### src/rtl/alu_pkg.sv
// Shared ALU definitions: multiplier FSM encoding, widths and result-mux op codes.
package alu_pkg;

    localparam int unsigned MUL_WIDTH = 32;
    localparam int unsigned MUL_CNT_W = 6;

    // 8:1 result-mux select width and the codes the multiplier feeds
    localparam int unsigned ALU_OP_W = 3;
    localparam logic [ALU_OP_W-1:0] ALU_OP_MUL  = 3'b110;
    localparam logic [ALU_OP_W-1:0] ALU_OP_MULH = 3'b111;

    typedef enum logic [1:0] {
        ST_IDLE = 2'b00,
        ST_RUN  = 2'b01,
        ST_DONE = 2'b10
    } mult_state_e;

endpackage : alu_pkg

### src/rtl/adder_32bit_cout.sv
// Ripple-carry adder with carry-out; used for the shift-add partial sum.
module adder_32bit_cout #(
    parameter int unsigned WIDTH = 32
) (
    input  logic [WIDTH-1:0] i_a,
    input  logic [WIDTH-1:0] i_b,
    output logic [WIDTH-1:0] o_sum_c,
    output logic             o_cout_c
);

    // Bit-serial carry chain, LSB first
    always_comb begin : ripple
        logic v_carry;
        o_sum_c  = '0;
        o_cout_c = 1'b0;
        v_carry  = 1'b0;
        for (int i = 0; i < int'(WIDTH); i++) begin
            o_sum_c[i] = i_a[i] ^ i_b[i] ^ v_carry;
            v_carry    = (i_a[i] & i_b[i]) | (i_a[i] & v_carry) | (i_b[i] & v_carry);
        end
        o_cout_c = v_carry;
    end

endmodule : adder_32bit_cout

### src/rtl/seq_mult_32bit.sv
// Unsigned shift-add multiplier, one multiplier bit per clock, fixed latency.
module seq_mult_32bit
    import alu_pkg::*;
#(
    parameter int unsigned WIDTH = MUL_WIDTH,
    parameter int unsigned CNT_W = MUL_CNT_W
) (
    input  logic             clk,
    input  logic             rst_n,
    input  logic             start,
    input  logic [WIDTH-1:0] a,
    input  logic [WIDTH-1:0] b,
    output logic             busy,
    output logic             done,
    output logic [WIDTH-1:0] product_hi,
    output logic [WIDTH-1:0] product_lo
);

    localparam logic [CNT_W-1:0] LAST_CNT = CNT_W'(WIDTH - 1);

    mult_state_e      r_state;
    mult_state_e      w_state_next;
    logic             w_load;
    logic             w_last;

    logic [WIDTH-1:0] r_mcand;
    logic [WIDTH-1:0] r_acc_hi;
    logic [WIDTH-1:0] r_acc_lo;
    logic [CNT_W-1:0] r_cnt;
    logic [WIDTH-1:0] r_product_hi;
    logic [WIDTH-1:0] r_product_lo;
    logic             r_busy;
    logic             r_done;

    logic [WIDTH-1:0] w_addend;
    logic [WIDTH-1:0] w_sum;
    logic             w_cout;
    logic [WIDTH-1:0] w_acc_hi_next;
    logic [WIDTH-1:0] w_acc_lo_next;

    // Add the multiplicand only when the current multiplier bit is set
    assign w_addend = r_acc_lo[0] ? r_mcand : '0;

    adder_32bit_cout #(
        .WIDTH (WIDTH)
    ) u_adder (
        .i_a      (r_acc_hi),
        .i_b      (w_addend),
        .o_sum_c  (w_sum),
        .o_cout_c (w_cout)
    );

    // Right shift of {cout, sum, acc_lo[W-1:1]} keeps the adder carry
    assign w_acc_hi_next = {w_cout, w_sum[WIDTH-1:1]};
    assign w_acc_lo_next = {w_sum[0], r_acc_lo[WIDTH-1:1]};

    // State register
    always_ff @(posedge clk) begin
        if (!rst_n) begin
            r_state <= ST_IDLE;
        end else begin
            r_state <= w_state_next;
        end
    end

    // Next-state and load decode; start is only honoured in IDLE or DONE
    always_comb begin
        w_state_next = r_state;
        w_load       = 1'b0;
        w_last       = 1'b0;
        case (r_state)
            ST_IDLE: begin
                if (start) begin
                    w_state_next = ST_RUN;
                    w_load       = 1'b1;
                end
            end
            ST_RUN: begin
                if (r_cnt == LAST_CNT) begin
                    w_state_next = ST_DONE;
                    w_last       = 1'b1;
                end
            end
            ST_DONE: begin
                if (start) begin
                    w_state_next = ST_RUN;
                    w_load       = 1'b1;
                end else begin
                    w_state_next = ST_IDLE;
                end
            end
            default: begin
                w_state_next = ST_IDLE;
            end
        endcase
    end

    // Datapath, counter, result capture and registered status flags
    always_ff @(posedge clk) begin
        if (!rst_n) begin
            r_mcand      <= '0;
            r_acc_hi     <= '0;
            r_acc_lo     <= '0;
            r_cnt        <= '0;
            r_product_hi <= '0;
            r_product_lo <= '0;
            r_busy       <= 1'b0;
            r_done       <= 1'b0;
        end else begin
            r_busy <= (w_state_next == ST_RUN);
            r_done <= (w_state_next == ST_DONE);
            if (w_load) begin
                r_mcand  <= a;
                r_acc_hi <= '0;
                r_acc_lo <= b;
                r_cnt    <= '0;
            end else if (r_state == ST_RUN) begin
                r_acc_hi <= w_acc_hi_next;
                r_acc_lo <= w_acc_lo_next;
                r_cnt    <= r_cnt + CNT_W'(1);
                if (w_last) begin
                    r_product_hi <= w_acc_hi_next;
                    r_product_lo <= w_acc_lo_next;
                end
            end
        end
    end

    assign busy       = r_busy;
    assign done       = r_done;
    assign product_hi = r_product_hi;
    assign product_lo = r_product_lo;

endmodule : seq_mult_32bit

### config.mk
export PLATFORM = sky130hd
export DESIGN_NAME = seq_mult_32bit
export DESIGN_NICKNAME = d
export VERILOG_FILES = /design/src/rtl/alu_pkg.sv /design/src/rtl/adder_32bit_cout.sv /design/src/rtl/seq_mult_32bit.sv
export SDC_FILE = /design/constraint.sdc
export NUM_CORES = 1
export LEC_CHECK = 0
export CELL_PAD_IN_SITES_DETAIL_PLACEMENT = 1
export CELL_PAD_IN_SITES_GLOBAL_PLACEMENT = 2
export CORE_AREA = 10 10 161 163
export CTS_BUF_LIST = sky130_fd_sc_hd__clkbuf_8
export DETAILED_ROUTE_END_ITERATION = 8
export DIE_AREA = 0 0 171 173
export HOLD_SLACK_MARGIN = 0.12
export PLACE_DENSITY = 0.9
export SETUP_SLACK_MARGIN = 0.02
export SYNTH_ARGS = -nofsm -noshare
export SYNTH_HDL_FRONTEND = slang
export SYNTH_HIERARCHICAL = 1
export SYNTH_SLANG_ARGS = --single-unit
export TNS_END_PERCENT = 5
### constraint.sdc
create_clock -name clk -period 15.8 [get_ports clk]
set_input_delay 4.74 -clock clk [delete_from_list [all_inputs] [get_ports clk]]
set_output_delay 4.74 -clock clk [all_outputs]
set_load 0.05 [all_outputs]
==> qor.yml <==
outcome:
  status: "finished clean"
logic_synthesis:
  synth_seq_cells: 170
  synth_cell_types: 30
  netlist_top_cells_count: "325 x nand2_1, 170 x dfxtp_1, 65 x mux2i_1"
  syn_avg_cell_area_um2: 8.70
  yosysTopAreaCell: "dfxtp_1"
  yosysSeqAreaShare: 0.460
  ys.flop_type: "dfxtp_1"
  synthesis.area_mm2: 0.00740
  synth_area_leaders: "dfxtp_1 46%, nand2_1 16%, mux2i_1 8.8%"
  yosysWarningCount: 6
  synth_edf_count: 0
  synth_top_area_share: 0.460
  syn_nets: 951
  synthCells: 851
  yosysMostFrequentCell: "nand2_1"
  synthArstFlopShare: 0
timing:
  setup_violations: 0
  period_minus_slack_ps: 13610
  fin_crit_sh: 0.861
  hold_viol_final: 0
  rsz0062_at_grt: "false"
  slew_viol_final: 0
  fin_skew_ps: 12.8
  tightest_slew_ps: 1020
  slew-limit-headroom: 0.319
  setup_tns_ps: 0
  max_freq_ghz: 0.0735
  fin_ws_ps: 2190
route:
  num_vias: 5913
  dr.first_iter.drc_count: 292
  drc: 0
  avgViaCountPerCell: 4.76
  first_pass_iters: 4
  wire_per_inst_um: 15.8
  drtAntennaViolNets: 0
  wirelength_mm: 19.6
setup_path:
  worstSetupPathType: "reg2reg"
  critical_path_required_ps: 16190
  worstReg2RegStart: "r_acc_lo[0]$_SDFFE_PN0P_"
  r2r_cells: 37
  crit_top_cell: "fa_1"
  endpoint_kind: "flop"
  critPathArrivalTime_ps: 14000
  slowest_delay_ps: 590
  cpMaxStageDelayCell: "dfxtp_1"
  cpLargestDelayFamily: "adder cells"
  r2r-end: "product_hi[30]$_SDFFE_PN0P_"
  path_max_fanout: 33
  cp-start-kind: "flop"
  r2r_setup_slack_ps: 2190
  cp.buffers_inverters: 2
finish:
  fill_cells: 2626
  syn_to_final_growth_pct: 24.5
  antennaDiodeCount: 0
  seqCellArea_mm2: 0.00340
  drive_above_1_share: 0.0460
  fin_nets: 1045
  multiInputGateArea_mm2: 0.00368
floorplan:
  die_w_um: 171
  fp.dieH_um: 173
  die_area_mm2: 0.0296
  initial_core_util: 0.328
  io-pin-count: 133
  rows: 55
  coreArea_mm2: 0.0226
global_route:
  grt_pass1_vias: 6162
  grt_max_degree: 112
  grt_antenna_before_repair: 0
  grt_pass1_wl_mm: 32.2
  grt.overflow.total: 0
  grt_usage: 0.134
worst_hold_path:
  hold_path_end: "r_mcand[24]$_SDFFE_PN0P_"
  hp-class: "reg2reg"
  holdCritStartpoint: "r_mcand[24]$_SDFFE_PN0P_"
  hold_path_depth: 2
pwr:
  ir_worst_vdd_mv: 0.0392
  p_leak_nw: 3.21
  powerDensity_mw_per_mm2: 89.6
clocking:
  path_clk_slew_ps: 90
  cts_buffers: 17
  cts-root-buf: "clkbuf_8"
  cts_sinks: 170
  cts_hold_buf: 0
  postCtsSetupRepairBufs: 0
  clock_path_buffers: 2
  insertion_delay_ps: 450
  ctsResizeCount: 0
  cts_tree: "yes"
  cts.htree.levels: 4
place:
  place_hpwl_mm: 13.5
  io_buffer_count: 132
  dp_slack_ps: 2090
  finalWeightedCongestion: 0.747
run:
  maxCapViolations: 0
routing by layer:
metal,vias to the layer above,wire [um],GRT usage,part of all wire
li1,2946,-,-,-
met1,2879,8920,0.164,0.46
met2,75,9850,0.228,0.50
met3,13,622,0.0305,0.032
met4,0,185,0.0373,0.0094
met5,-,0,0,0
kinds of logic after synthesis:
group                      synth area share
and+or+nand+nor                       0.206
DFF                                   0.460
AOI/OAI and AO/OA                     0.110
buffers and inverters                0.0468
muxes                                0.0879
adders and majority gates            0.0872
xor gates and xnor gates            0.00237
flip-flops by register name, indices dropped and copies added (netlist names):
register	flops
r_acc_hi	32
r_cnt	6
busy	1
r_state	2
r_mcand	32
done	1
product_lo	32
r_acc_lo	32
product_hi	32
report_power, final:
group | total, mW | internal (mW) | switching (mW) | leakage [nW]
logic | 0.0746 | 0.0306 | 0.0440 | 1.63
registers | 0.452 | 0.442 | 0.0104 | 1.38
clock network | 0.299 | 0.138 | 0.161 | 0.197
how the worst max path moves through the flow:
stage,startpoint,cells past startpoint,slack (ps),to
floorplan,r_acc_lo[0]$_SDFFE_PN0P_,38,2900,product_hi[30]$_SDFFE_PN0P_
global placement,r_acc_lo[0]$_SDFFE_PN0P_,37,2310,r_acc_hi[30]$_SDFFE_PP0P_
detailed placement,r_acc_lo[0]$_SDFFE_PN0P_,37,2090,r_acc_hi[30]$_SDFFE_PP0P_
CTS,r_acc_lo[0]$_SDFFE_PN0P_,37,2070,r_acc_hi[30]$_SDFFE_PP0P_
global route,r_acc_lo[0]$_SDFFE_PN0P_,37,1530,product_hi[30]$_SDFFE_PN0P_
finish,r_acc_lo[0]$_SDFFE_PN0P_,37,2190,product_hi[30]$_SDFFE_PN0P_
worst min-delay path: cells and delay by family, from the launching register on:
family             cells  cell delay, ps
DFF                    1             320
and+or+nand+nor        1              50
AOI/OAI and AO/OA      1              50
area by class of cell:
type / instances / share of cell area
Clock buffer: 17 / 0.0254
Clock inverter: 14 / 0.0147
Tap cell: 285 / 0.0387
Inverter: 6 / 0.00244
Multi-Input combinational cell: 610 / 0.399
Sequential cell: 170 / 0.369
Timing Repair Buffer: 140 / 0.150
cell usage in the layout, fill, tap and decap left out, drive strengths merged, types with 3 or more instances in the layout:
cell / instances
a31oi: 34
and2: 33
mux2i: 65
a21boi: 32
clkbuf: 17
nand2: 325
dfxtp: 170
nor2b: 3
clkdlybuf4s50: 131
o21ai: 33
inv: 8
a21oi: 34
buf: 9
clkinv: 9
fa: 31
nand3b: 3
nor2: 3
through the flow:
| stage | std cells | area (um2) | hold slack, ps | power [mW] | util |
|---|---|---|---|---|---|
| 2_1_floorplan | 851 | 7400 | 430 | 0.505 | - |
| 3_3_place_gp | 1211 | 8840 | 442 | 0.537 | 0.392 |
| 3_5_place_dp | 1211 | 8840 | 447 | 0.539 | 0.392 |
| 4_1_cts | 1242 | 9210 | 462 | 0.839 | 0.408 |
| 5_1_grt | 1242 | 9210 | 483 | 0.870 | 0.408 |
| 6_report | 1242 | 9210 | 458 | 0.826 | 0.408 |
Power figures use the tool's default switching activity.
